$ cat config.mk
export PLATFORM = sky130hd
export DESIGN_NAME = turn_sequencer
export DESIGN_NICKNAME = d
export VERILOG_FILES = /design/src/rtl/turn_sequencer.sv
export SDC_FILE = /design/constraint.sdc
export NUM_CORES = 1
export LEC_CHECK = 0
export ABC_AREA = 1
export ABC_CLOCK_PERIOD_IN_PS = 6150
export CORE_MARGIN = 2
export CORE_UTILIZATION = 34
export DETAILED_ROUTE_END_ITERATION = 10
export PLACE_DENSITY = 0.59
export SYNTH_ARGS = -nofsm -noshare
export SYNTH_HDL_FRONTEND = slang
export SYNTH_SLANG_ARGS = --single-unit
$ cat constraint.sdc
create_clock -name clk -period 6.15 [get_ports clk]
set_clock_uncertainty 0.05 [all_clocks]
set_input_delay 1.23 -clock clk [delete_from_list [all_inputs] [get_ports clk]]
set_output_delay 1.23 -clock clk [all_outputs]
set_load 0.01 [all_outputs]
$ cat src/rtl/turn_sequencer.sv
// -----------------------------------------------------------------------------
// turn_sequencer
//
// Game-flow controller for a BOARD_N x BOARD_N gobang board. It owns both
// stone bitmaps. It grants the move slot alternately to the AI (black, moves
// first) and to the keyboard player (white). Each proposal is validated and
// committed. After the commit, the mover's external win checker is sampled.
//
// Optional feature (compile-time macro TURN_TIMEOUT_EN):
//   When defined, the human turn is limited to TIMEOUT_CYCLES clk cycles.
//   If the time runs out, white forfeits and black wins.
//   When undefined, the human turn waits indefinitely.
//
// Ports:
//   clk                 system clock, all state changes on posedge
//   rst                 synchronous reset, active-low
//   ai_done             1-cycle pulse, AI proposes ai_row/ai_col
//   ai_row, ai_col      AI proposed square
//   hum_ok              1-cycle pulse, player confirms hum_row/hum_col
//   hum_row, hum_col    player cursor square
//   win_black           win flag for board_black around last_row/last_col
//   win_white           win flag for board_white around last_row/last_col
//   ai_enable           high while waiting for the AI move
//   hum_enable          high while waiting for the player move
//   board_black         black stones, bit index = row*BOARD_N+col
//   board_white         white stones, same indexing
//   last_row, last_col  most recently committed square
//   cur_row, cur_col    display cursor: ai_* in the AI turn, hum_* otherwise
//   who_win             0 playing, 1 black, 2 white, 3 draw
//   move_count          committed stones
//   illegal             1-cycle pulse, proposal rejected
// -----------------------------------------------------------------------------
module turn_sequencer #(
  parameter int          BOARD_N        = 15,
  parameter logic [31:0] TIMEOUT_CYCLES = 32'd1000000
) (
  input  logic                       clk,
  input  logic                       rst,
  input  logic                       ai_done,
  input  logic [3:0]                 ai_row,
  input  logic [3:0]                 ai_col,
  input  logic                       hum_ok,
  input  logic [3:0]                 hum_row,
  input  logic [3:0]                 hum_col,
  input  logic                       win_black,
  input  logic                       win_white,
  output logic                       ai_enable,
  output logic                       hum_enable,
  output logic [BOARD_N*BOARD_N-1:0] board_black,
  output logic [BOARD_N*BOARD_N-1:0] board_white,
  output logic [3:0]                 last_row,
  output logic [3:0]                 last_col,
  output logic [3:0]                 cur_row,
  output logic [3:0]                 cur_col,
  output logic [1:0]                 who_win,
  output logic [7:0]                 move_count,
  output logic                       illegal
);

  localparam int CELLS  = BOARD_N * BOARD_N;
  localparam int CELL_W = $clog2(CELLS);

  typedef enum logic [2:0] {
    AI_TURN,
    HUM_TURN,
    WRITE,
    CHECK,
    OVER
  } state_t;

  state_t           state_reg, state_next;
  logic [CELLS-1:0] board_black_reg, board_black_next;
  logic [CELLS-1:0] board_white_reg, board_white_next;
  logic [3:0]       last_row_reg, last_row_next;
  logic [3:0]       last_col_reg, last_col_next;
  logic [1:0]       who_win_reg, who_win_next;
  logic [7:0]       move_count_reg, move_count_next;
  logic             illegal_reg, illegal_next;
  logic [3:0]       pend_row_reg, pend_row_next;
  logic [3:0]       pend_col_reg, pend_col_next;
  logic             pend_white_reg, pend_white_next;

  // Proposal from whichever side currently holds the turn. The other side's
  // pulse never reaches the legality logic, so it can never raise illegal.
  logic              prop_valid;
  logic [3:0]        prop_row, prop_col;
  logic              prop_in_range, prop_free, prop_legal;
  logic [CELL_W-1:0] prop_cell, pend_cell;
  logic [CELLS-1:0]  pend_onehot;
  logic              mover_win;
  logic              timed_out;

  always_comb begin
    prop_valid = 1'b0;
    prop_row   = hum_row;
    prop_col   = hum_col;
    if (state_reg == AI_TURN) begin
      prop_valid = ai_done;
      prop_row   = ai_row;
      prop_col   = ai_col;
    end else if (state_reg == HUM_TURN) begin
      prop_valid = hum_ok;
    end
  end

  // The cell index wraps for off-board squares. It is only trusted when
  // prop_in_range is true.
  assign prop_in_range = (int'(prop_row) < BOARD_N) && (int'(prop_col) < BOARD_N);
  assign prop_cell     = CELL_W'(int'(prop_row) * BOARD_N + int'(prop_col));
  assign prop_free     = prop_in_range &&
                         !(board_black_reg[prop_cell] || board_white_reg[prop_cell]);
  assign prop_legal    = prop_valid && prop_free;

  // One-hot decode of the latched square. WRITE ORs this into the mover's
  // bitmap.
  assign pend_cell = CELL_W'(int'(pend_row_reg) * BOARD_N + int'(pend_col_reg));

  genvar gi;
  generate
    for (gi = 0; gi < CELLS; gi++) begin : g_decode
      assign pend_onehot[gi] = (pend_cell == CELL_W'(gi));
    end
  endgenerate

  // Only the mover's checker is consulted. The opponent's flag is ignored.
  assign mover_win = pend_white_reg ? win_white : win_black;

`ifdef TURN_TIMEOUT_EN
  logic [31:0] timer_reg, timer_next;
  assign timed_out = (state_reg == HUM_TURN) && (timer_reg == TIMEOUT_CYCLES - 32'd1);
`else
  logic unused_timeout;
  assign timed_out      = 1'b0;
  assign unused_timeout = ^TIMEOUT_CYCLES;
`endif

  always_comb begin
    state_next       = state_reg;
    board_black_next = board_black_reg;
    board_white_next = board_white_reg;
    last_row_next    = last_row_reg;
    last_col_next    = last_col_reg;
    who_win_next     = who_win_reg;
    move_count_next  = move_count_reg;
    illegal_next     = 1'b0;
    pend_row_next    = pend_row_reg;
    pend_col_next    = pend_col_reg;
    pend_white_next  = pend_white_reg;
`ifdef TURN_TIMEOUT_EN
    timer_next       = timer_reg;
`endif
    case (state_reg)
      AI_TURN, HUM_TURN: begin
        if (prop_legal) begin
          pend_row_next   = prop_row;
          pend_col_next   = prop_col;
          pend_white_next = (state_reg == HUM_TURN);
          state_next      = WRITE;
        end else begin
          illegal_next = prop_valid;
          // A legal move in the last cycle takes priority over the forfeit.
          if (timed_out) begin
            who_win_next = 2'd1;
            state_next   = OVER;
          end
        end
`ifdef TURN_TIMEOUT_EN
        if (state_reg == HUM_TURN) begin
          timer_next = timer_reg + 32'd1;
        end
`endif
      end
      WRITE: begin
        if (pend_white_reg) begin
          board_white_next = board_white_reg | pend_onehot;
        end else begin
          board_black_next = board_black_reg | pend_onehot;
        end
        last_row_next   = pend_row_reg;
        last_col_next   = pend_col_reg;
        move_count_next = move_count_reg + 8'd1;
        state_next      = CHECK;
      end
      CHECK: begin
`ifdef TURN_TIMEOUT_EN
        timer_next = 32'd0;
`endif
        if (mover_win) begin
          who_win_next = pend_white_reg ? 2'd2 : 2'd1;
          state_next   = OVER;
        end else if (move_count_reg == 8'(CELLS)) begin
          who_win_next = 2'd3;
          state_next   = OVER;
        end else begin
          state_next = pend_white_reg ? AI_TURN : HUM_TURN;
        end
      end
      OVER: begin
        state_next = OVER;
      end
      default: begin
        state_next = AI_TURN;
      end
    endcase
  end

  always_ff @(posedge clk) begin
    if (!rst) begin
      state_reg       <= AI_TURN;
      board_black_reg <= '0;
      board_white_reg <= '0;
      last_row_reg    <= 4'd0;
      last_col_reg    <= 4'd0;
      who_win_reg     <= 2'd0;
      move_count_reg  <= 8'd0;
      illegal_reg     <= 1'b0;
      pend_row_reg    <= 4'd0;
      pend_col_reg    <= 4'd0;
      pend_white_reg  <= 1'b0;
`ifdef TURN_TIMEOUT_EN
      timer_reg       <= 32'd0;
`endif
    end else begin
      state_reg       <= state_next;
      board_black_reg <= board_black_next;
      board_white_reg <= board_white_next;
      last_row_reg    <= last_row_next;
      last_col_reg    <= last_col_next;
      who_win_reg     <= who_win_next;
      move_count_reg  <= move_count_next;
      illegal_reg     <= illegal_next;
      pend_row_reg    <= pend_row_next;
      pend_col_reg    <= pend_col_next;
      pend_white_reg  <= pend_white_next;
`ifdef TURN_TIMEOUT_EN
      timer_reg       <= timer_next;
`endif
    end
  end

  assign ai_enable   = (state_reg == AI_TURN);
  assign hum_enable  = (state_reg == HUM_TURN);
  assign cur_row     = (state_reg == AI_TURN) ? ai_row : hum_row;
  assign cur_col     = (state_reg == AI_TURN) ? ai_col : hum_col;
  assign board_black = board_black_reg;
  assign board_white = board_white_reg;
  assign last_row    = last_row_reg;
  assign last_col    = last_col_reg;
  assign who_win     = who_win_reg;
  assign move_count  = move_count_reg;
  assign illegal     = illegal_reg;

endmodule
==> flow_metrics.py, run 1 <==
metrics = {
    "setup_path": {
        "startpoint_type": "input pin",
        "r2r-start": "state_reg[2]",
        "reg2reg_slack_ns": 1.03,
        "critPathTopFamily": "adder cells",
        "crit_type": "input pin to register",
        "cpMostUsedCell": "nand2_1",
        "required_ns": 6.57,
        "crit_buf_inv": 5,
        "cp-startpoint": "hum_row[2]",
        "cp_cell_sequence": "clkdlybuf4s50_1 -> or2_2 -> o21ai_0 -> inv_1 -> ha_1 -> fa_1 -> inv_1 -> fa_1 -> inv_1 -> ha_1 -> a21oi_1 -> nand2_1 -> nand2_1 -> nand2_2 -> inv_1 -> nand3_1 -> nand3_1 -> nand2_1 -> nor2_1 -> nand2_1 -> nand2_2 -> nand3_2 -> nand2_1 -> a21oi_1",
        "end_kind": "register",
        "crit_fanout": 14,
        "cp_data_arrival_time_ns": 5.83,
        "slowest_stage": "fa_1",
        "cpPeakStageDelay_ns": 0.52,
    },
    "placement": {
        "hpwlAfterDp_um": 67700,
        "port_buffers": 500,
        "place_ws_ns": 0.129,
        "place_area_um2": 28000,
        "gp_congestion": 0.869,
    },
    "sta": {
        "grt_setup_unrepaired": "no",
        "fin_ws_ns": 0.739,
        "period_needed_ns": 5.41,
        "period_share": 0.880,
        "fin_tns_setup_ns": 0,
        "tightest_slew_ns": 1.06,
        "setup_viol": 0,
        "hold-worst-slack_ns": 0.413,
        "fmax_mhz": 185,
        "maxSlewHeadroom": 0.294,
        "drv_slew": 0,
        "finalHoldViolCount": 0,
    },
    "clock_tree": {
        "numClockSinks": 481,
        "cts_hold_buf": 0,
        "postCtsSetupBuffers": 0,
        "cts-resized-gates": 0,
        "cts.reportedPaths.clkPinSlew_ns": 0.06,
        "clockRootBuffer": "clkbuf_16",
        "clockBufferDepth": 3,
        "insertion_delay_ns": 0.63,
        "cts_buffers": 55,
        "tritoncts": "done",
        "htreeDepth": 2,
    },
    "synth": {
        "yosysMostFrequentCell": "nand2_1",
        "synth.yosys.seq_area_share": 0.434,
        "syn-cell-area_um2": 22200,
        "synth_simple_gate_area_frac": 0.234,
        "synth.area.mux_share": 0.000451,
        "synth_ff_type": "dfxtp_1",
        "synth-compound-area-share": 0.181,
        "synth_fa_ha_area_frac": 0.0302,
        "yosysUniqueCellTypes": 39,
        "synth_top_area_share": 0.434,
        "synth_common_cells": "nand2_1 (576), dfxtp_1 (481), a21oi_1 (430)",
        "synth_edf_count": 0,
        "postSynthCellCount": 3170,
        "yosys-top-cells-area": "dfxtp_1 (43%), nand2_1 (9.7%), a21oi_1 (9.7%)",
        "synth_top_family_by_area": "simple AND/OR/NAND/NOR gates",
        "synth_xor_area_frac": 0.00587,
        "yosys_warnings": 0,
        "synth.largest_area_cell": "dfxtp_1",
        "synth_nets": 3239,
        "syn_area_per_cell_um2": 7.00,
        "ys_seq_elements": 481,
        "synthArstFlopShare": 0,
    },
    "detailed_routing": {
        "wl_per_cell_um": 22.5,
        "dr_total_vias": 23400,
        "dr.pass1.iters": 6,
        "viasPerCell": 5.24,
        "antenna_left": 0,
        "drc": 0,
        "wl_um": 100000,
        "drt_iter0_markers": 2577,
    },
    "power_and_ir_drop": {
        "p_sw_mw": 9.86,
        "p_comb_frac": 0.640,
        "internal_power_mw": 8.45,
        "p_leak_nw": 10.7,
        "power_density_nw_per_um2": 614,
        "pwr-share-clk": 0.184,
        "p_seq_frac": 0.176,
        "swShare": 0.538,
        "ir_drop_mv": 1.11,
    },
    "floorplan": {
        "dieArea_um2": 67300,
        "num_rows": 93,
        "initial_core_util": 0.344,
        "die_x_um": 259,
        "die_h_um": 259,
        "pin_count": 501,
        "coreArea_um2": 64500,
    },
    "flow_run": {
        "maxCapViolations": 0,
    },
    "hold_path": {
        "worstHoldStart": "board_black[180]",
        "hold_path.class": "register to register",
    },
    "layout": {
        "nNetsFinal": 3627,
        "synthToLayoutAreaGrowth_pct": 34.4,
        "layout-drive-gt1-share": 0.0555,
        "postLayoutCellArea_um2": 29800,
    },
    "grt": {
        "antenna_found_initial": 2,
        "grt_max_degree": 130,
        "grt_pass1_vias": 21300,
        "grt_pass1_wl_um": 144000,
        "overflow": 0,
        "grt_usage": 0.285,
    },
    "status": {
        "status": "complete, no violations",
    },
}
==> worst register-to-register path: cells and delay by family, from the launching register on <==
family | cells | cell delay [ns]
simple gates | 14 | 1.81
fa+ha+maj | 4 | 1.74
buf+inv | 5 | 0.57
compound gates | 3 | 0.43
flops | 1 | 0.38
==> placed cells by master, fill, tap and decap left out, types with 3 or more instances in the layout <==
| cell type | instances |
|---|---|
| nand2_1 | 576 |
| clkdlybuf4s50_1 | 500 |
| dfxtp_1 | 481 |
| a21oi_1 | 430 |
| inv_1 | 394 |
| nor2_1 | 318 |
| nand3_1 | 297 |
| a31oi_1 | 145 |
| o21ai_0 | 112 |
| clkbuf_16 | 55 |
| buf_4 | 49 |
| ha_1 | 34 |
| o211ai_1 | 32 |
| nor2_2 | 25 |
| nand4_1 | 17 |
| clkbuf_8 | 15 |
| o21ai_1 | 13 |
| clkbuf_1 | 13 |
| buf_12 | 12 |
| fa_1 | 10 |
| xor2_1 | 9 |
| clkinv_2 | 7 |
| nor3_1 | 5 |
| or2_2 | 5 |
| xnor2_1 | 4 |
| nand3b_1 | 4 |
| inv_2 | 3 |
| bufinv_16 | 3 |
==> final timing paths <==
path	end	cells after the start
min	board_black[180]	2
max	pend_col_reg[2]	24
min reg2reg	board_black[180]	2
max reg2reg	pend_col_reg[2]	26
==> metal layers <==
metal / track usage / vias up / share of wire
li1: - / 11100 / -
met1: 0.396 / 11000 / 0.44
met2: 0.431 / 1072 / 0.44
met3: 0.0684 / 181 / 0.090
met4: 0.0950 / 2 / 0.034
met5: 0 / - / 0.000090
==> power by group through the flow <==
stage / Combinational (mW) / Sequential [mW] / Clock, mW
2_1_floorplan: 7.29 / 3.29 / 0
3_3_place_gp: 11.5 / 3.29 / 0
3_5_place_dp: 11.6 / 3.29 / 0
4_1_cts: 11.6 / 3.22 / 3.42
5_1_grt: 12.7 / 3.22 / 3.55
6_report: 11.7 / 3.22 / 3.37
==> final cells by class <==
type / instances / area [um^2]
Fill cell: 6520 / 34700
Antenna cell: 1 / 2.50
Tap cell: 855 / 1070
Clock buffer: 83 / 1630
Sequential cell: 481 / 9630
Timing Repair Buffer: 561 / 5610
Clock inverter: 18 / 221
Inverter: 402 / 1520
Multi-Input combinational cell: 2057 / 10100
==> kinds of logic (layout without fill, tap and decap cells) <==
logic type	Yosys count	in the layout
other cells	0	1
mux	1	1
xor+xnor	14	14
fa+ha+maj	47	47
buf+inv	632	1064
simple gates	1256	1256
flops	481	481
compound gates	739	739
==> per-stage QoR <==
step	instances	power (mW)	util
global route	4457	19.5	0.462
finish	4458	18.3	0.462
global placement	4356	14.7	0.434
CTS	4457	18.2	0.462
floorplan	3170	10.6	-
detailed placement	4356	14.9	0.434
No activity file was read; power rests on OpenSTA's default activity.
==> run 2: changes to the inputs <==
ABC_CLOCK_PERIOD_IN_PS = 6650   (was 6150)
PLACE_DENSITY = 0.61   (was 0.59)
clock period = 6.65 ns   (was 6.15 ns; I/O delays follow)
==> run 2 against run 1 <==
Effect of this change: wire length is 1.3% lower; highest routed layer is now met4; clock power is 10% lower; sequential power is 7.5% lower; critical path type unchanged; combinational power is 9% lower; flip-flop and latch count stayed put; via count is 0.66% lower; count of clock-buffer cells in the layout is 3 lower; register-to-register slack worse by 0.02 ns; die area stayed put; first-iteration DRC count is 11% lower.
==> flow_metrics.py, run 2 (synthesis gave the netlist of run 1 again) <==
metrics = {
    "detailed_routing": {
        "drc": 0,
        "wl_per_cell_um": 22.2,
        "dr.pass1.iters": 5,
        "antenna_left": 0,
        "wl_um": 98800,
        "dr_total_vias": 23200,
        "viasPerCell": 5.23,
        "drt_iter0_markers": 2297,
    },
    "setup_path": {
        "cp_data_arrival_time_ns": 6.46,
        "cp-startpoint": "hum_row[2]",
        "crit_fanout": 14,
        "startpoint_type": "input pin",
        "crit_type": "input pin to register",
        "end_kind": "register",
        "required_ns": 7.03,
        "r2r-start": "state_reg[2]",
    },
    "placement": {
        "hpwlAfterDp_um": 66300,
        "port_buffers": 500,
        "gp_congestion": 0.849,
    },
    "clock_tree": {
        "postCtsSetupBuffers": 0,
        "cts-resized-gates": 0,
        "htreeDepth": 2,
        "clockBufferDepth": 3,
        "clockRootBuffer": "clkbuf_16",
        "cts_buffers": 54,
        "tritoncts": "done",
        "cts_hold_buf": 0,
        "insertion_delay_ns": 0.61,
        "numClockSinks": 481,
        "cts.reportedPaths.clkPinSlew_ns": 0.06,
    },
    "sta": {
        "maxSlewHeadroom": 0.244,
        "period_share": 0.913,
        "period_needed_ns": 6.07,
        "finalHoldViolCount": 0,
        "grt_setup_unrepaired": "no",
        "setup_viol": 0,
        "tightest_slew_ns": 1.13,
        "hold-worst-slack_ns": 0.412,
        "fmax_mhz": 165,
        "drv_slew": 0,
    },
    "power_and_ir_drop": {
        "ir_drop_mv": 1.04,
        "power_density_nw_per_um2": 566,
        "p_leak_nw": 10.6,
        "power_mw": 16.7,
    },
    "floorplan": {
        "num_rows": 93,
        "initial_core_util": 0.344,
        "dieArea_um2": 67300,
        "die_h_um": 259,
        "die_x_um": 259,
        "pin_count": 501,
        "coreArea_um2": 64500,
    },
    "hold_path": {
        "worstHoldStart": "board_black[180]",
        "hold_path.class": "register to register",
    },
    "layout": {
        "nNetsFinal": 3614,
        "antenna_cells": 0,
        "layout_common_cells": "nand2_1 (576), clkdlybuf4s50_1 (500), dfxtp_1 (481), a21oi_1 (430), inv_1 (394)",
        "mostFrequentLayoutCell": "nand2_1",
        "synthToLayoutAreaGrowth_pct": 33.4,
        "layout-drive-gt1-share": 0.0510,
    },
    "flow_run": {
        "maxCapViolations": 0,
    },
    "grt": {
        "grt_max_degree": 145,
        "grt_usage": 0.281,
        "grt_pass1_vias": 21300,
        "overflow": 0,
        "grt_pass1_wl_um": 143000,
        "antenna_found_initial": 1,
    },
    "status": {
        "status": "complete, no violations",
    },
}
-- run 2: final cells by class --
class                      count  area, um^2
inverter                     402        1520
fill                        6624       34900
sequential                   481        9630
tap                          855        1070
timing repair buffer         549        5460
clock buffer                  80        1580
clock inverter                17         174
multi-input combinational   2057       10100
-- run 2: stage by stage --
step | cell area, um^2 | instances | TNS, ns | utilization | setup WS (ns)
CTS | 29600 | 4441 | 0 | 0.459 | 0.592
detailed placement | 27800 | 4344 | -0.0761 | 0.432 | -0.0161
floorplan | 22200 | 3170 | 0 | - | 1.28
finish | 29600 | 4441 | 0 | 0.459 | 0.576
global placement | 27800 | 4344 | 0 | 0.432 | 0.0856
global route | 29600 | 4441 | 0 | 0.459 | 0.177
-- run 2: path summary, 6_finish.rpt --
| kind | end | slack (ns) | cells after the start |
|---|---|---|---|
| min | board_black[180] | 0.41 | 2 |
| max reg2reg | state_reg[0] | 1.01 | 26 |
| min reg2reg | board_black[180] | 0.41 | 2 |
| max | state_reg[0] | 0.58 | 24 |
-- run 2: metal layers --
metal / share of wire / global-route usage
met5: 0 / 0
met4: 0.039 / 0.103
met3: 0.088 / 0.0651
met2: 0.45 / 0.441
met1: 0.43 / 0.376
-- run 2: worst max-delay path: stages --
cell and delay, ns:
clkdlybuf4s50_1 0.39, or2_2 0.28, o21ai_0 0.19, inv_1 0.20, ha_1 0.39, fa_1 0.52, inv_1 0.05, fa_1 0.47
inv_1 0.05, ha_1 0.37, a21oi_1 0.22, nand2_1 0.07, nand2_1 0.09, nand2_2 0.24, inv_1 0.42, nand3_1 0.13
nand3_1 0.09, nand2_1 0.05, nor2_1 0.10, nand2_1 0.07, nand2_2 0.19, nand3_2 0.29, nand2_1 0.15, a21oi_1 0.07
-- run 2: where the power goes --
part,internal (mW),leakage (nW),switching [mW]
Combinational,2.89,5.81,7.84
Clock,1.75,0.868,1.27
Sequential,2.93,3.87,0.0443
==> run 3: changes to the inputs <==
==> constraint.sdc (replaced) <==
create_clock -name clk -period 6.65 [get_ports clk]
set_clock_uncertainty 0.05 [all_clocks]
set_input_delay 0.665 -clock clk [delete_from_list [all_inputs] [get_ports clk]]
set_output_delay 0.665 -clock clk [all_outputs]
set_load 0.01 [all_outputs]
==> run 3 against run 2 <==
Effect of this change: setup slack better by 0.25 ns; register-to-register slack worse by 0.19 ns; via count down 0.28%; total power down 0.77%; wire length up 0.23%; fmax up 4.2%; core utilization down 0.093 points; sequential share of layout area up 0.066 points; cell count down 0.20%.
==> flow_metrics.py, run 3 (synthesis gave the netlist of run 1 again) <==
metrics = {
    "detailed_routing": {
        "met2WireLength_um": 43900,
        "dr.pass1.iters": 6,
        "dr_total_vias": 23200,
        "wirelength_met1_um": 42800,
        "antenna_left": 0,
        "wl_um": 99000,
        "drt_iter0_markers": 2653,
        "wl_met3_um": 8530,
        "drc": 0,
        "viasPerCell": 5.23,
        "routed.top_layer": "met4",
        "wl_per_cell_um": 22.3,
    },
    "clock_tree": {
        "numClockSinks": 481,
        "tritoncts": "done",
        "htreeDepth": 2,
        "postCtsSetupBuffers": 0,
        "cts-resized-gates": 0,
        "cts_hold_buf": 0,
        "clockRootBuffer": "clkbuf_16",
        "insertion_delay_ns": 0.64,
        "cts.reportedPaths.clkPinSlew_ns": 0.06,
        "clockBufferDepth": 3,
        "cts_buffers": 56,
    },
    "sta": {
        "setup_viol": 0,
        "fin_ws_ns": 0.821,
        "fin_tns_setup_ns": 0,
        "maxSlewHeadroom": 0.214,
        "finalHoldViolCount": 0,
        "period_share": 0.877,
        "drv_slew": 0,
        "fmax_mhz": 172,
        "tightest_slew_ns": 1.18,
        "period_needed_ns": 5.83,
        "grt_setup_unrepaired": "no",
    },
    "power_and_ir_drop": {
        "power_density_nw_per_um2": 563,
        "internal_power_mw": 7.46,
        "ir_drop_mv": 0.734,
        "p_leak_nw": 10.5,
        "pwr-share-clk": 0.183,
        "p_seq_frac": 0.179,
        "swShare": 0.551,
        "p_sw_mw": 9.15,
        "p_comb_frac": 0.638,
    },
    "floorplan": {
        "dieArea_um2": 67300,
        "coreArea_um2": 64500,
        "die_h_um": 259,
        "num_rows": 93,
        "pin_count": 501,
        "die_x_um": 259,
        "initial_core_util": 0.344,
    },
    "layout": {
        "layout_common_cells": "nand2_1 (576), clkdlybuf4s50_1 (500), dfxtp_1 (481), a21oi_1 (430), inv_1 (394)",
        "ff_latch_area_um2": 9630,
        "layout-drive-gt1-share": 0.0486,
        "multi_input_area_um2": 10100,
        "postLayoutCellArea_um2": 29500,
        "mostFrequentLayoutCell": "nand2_1",
        "synthToLayoutAreaGrowth_pct": 33.1,
        "fillerInstances": 6565,
        "nNetsFinal": 3604,
        "final_cell_count_no_fill": 4432,
        "antenna_cells": 0,
    },
    "setup_path": {
        "cp_data_arrival_time_ns": 6.24,
        "crit_fanout": 19,
        "cpPeakStageDelay_ns": 0.63,
        "end_kind": "register",
        "cp_cell_sequence": "nor2_1 -> nand2_4 -> inv_2 -> or2_2 -> o21ai_0 -> inv_1 -> ha_1 -> fa_1 -> inv_1 -> fa_1 -> inv_1 -> ha_1 -> xnor2_4 -> inv_2 -> nand2_1 -> nor2_1 -> nor2_1 -> nand2_1 -> nand3_1 -> nand3_1 -> nand3_2 -> nand3_2 -> nand2_1 -> a21oi_1",
        "slowest_stage": "xnor2_4",
        "required_ns": 7.06,
        "startpoint_type": "register",
        "crit_type": "register to register",
    },
    "grt": {
        "grt_pass1_vias": 21300,
        "grt_max_degree": 164,
        "grt_pass1_wl_um": 143000,
        "antenna_found_initial": 1,
        "grt_usage": 0.282,
        "overflow": 0,
    },
    "placement": {
        "port_buffers": 500,
        "dp.cells": 4332,
        "hpwlAfterDp_um": 65100,
        "gp_congestion": 0.861,
        "place_area_um2": 27700,
        "place_ws_ns": 0.486,
    },
    "hold_path": {
        "hold_path.class": "register to register",
    },
    "flow_run": {
        "maxCapViolations": 0,
    },
    "status": {
        "status": "complete, no violations",
    },
}
-- run 3: changes by cell type in the layout (fill, tap and decap cells not counted), sizes merged --
cell | previous run | this run
clkinvlp | 1 | 2
inv | 401 | 403
bufinv | 3 | 1
buf | 49 | 37
clkbuf | 80 | 82
-- run 3: final cells by class --
cell class,count,share of cell area
clock inverters,18,0.00534
well taps,855,0.0362
flip-flops and latches,481,0.326
repair buffers,537,0.182
inverters,402,0.0515
clock buffers,82,0.0548
multi-input cells,2057,0.344
-- run 3: worst paths after layout --
check | from | end | slack [ns] | cells after the start
setup / recovery | state_reg[2] | pend_col_reg[3] | 0.82 | 24
hold / removal | board_white[147] | board_white[147] | 0.41 | 2
setup reg to reg | state_reg[2] | pend_col_reg[3] | 0.82 | 24
hold reg to reg | board_white[147] | board_white[147] | 0.41 | 2
-- run 3: per-layer routing --
metal	vias up	global-route usage
met5	-	0
met4	0	0.108
met3	199	0.0617
met2	1071	0.432
met1	10800	0.387
li1	11000	-
-- run 3: power by group through the flow --
| stage | logic (mW) | registers [mW] | clock network [mW] |
|---|---|---|---|
| finish | 10.6 | 2.98 | 3.03 |
| detailed placement | 10.5 | 3.04 | 0 |
| floorplan | 6.74 | 3.04 | 0 |
| global route | 11.5 | 2.98 | 3.18 |
| CTS | 10.6 | 2.98 | 3.07 |
| global placement | 10.4 | 3.04 | 0 |
-- run 3: worst max-delay path: cells and delay by family (launching register included) --
family | cells | cell delay (ns)
AO/OA/AOI/OAI | 2 | 0.25
flip-flops | 1 | 0.37
AND/OR/NAND/NOR | 12 | 1.78
adder cells (fa/ha/maj) | 4 | 1.78
XOR/XNOR | 1 | 0.63
buffers and inverters | 5 | 0.79
-- run 3: through the flow --
stage	total power [mW]	utilization	hold slack (ns)
2_1_floorplan	9.78	-	0.389
3_3_place_gp	13.5	0.430	0.399
6_report	16.6	0.458	0.413
5_1_grt	17.7	0.458	0.426
4_1_cts	16.6	0.458	0.413
3_5_place_dp	13.6	0.430	0.405
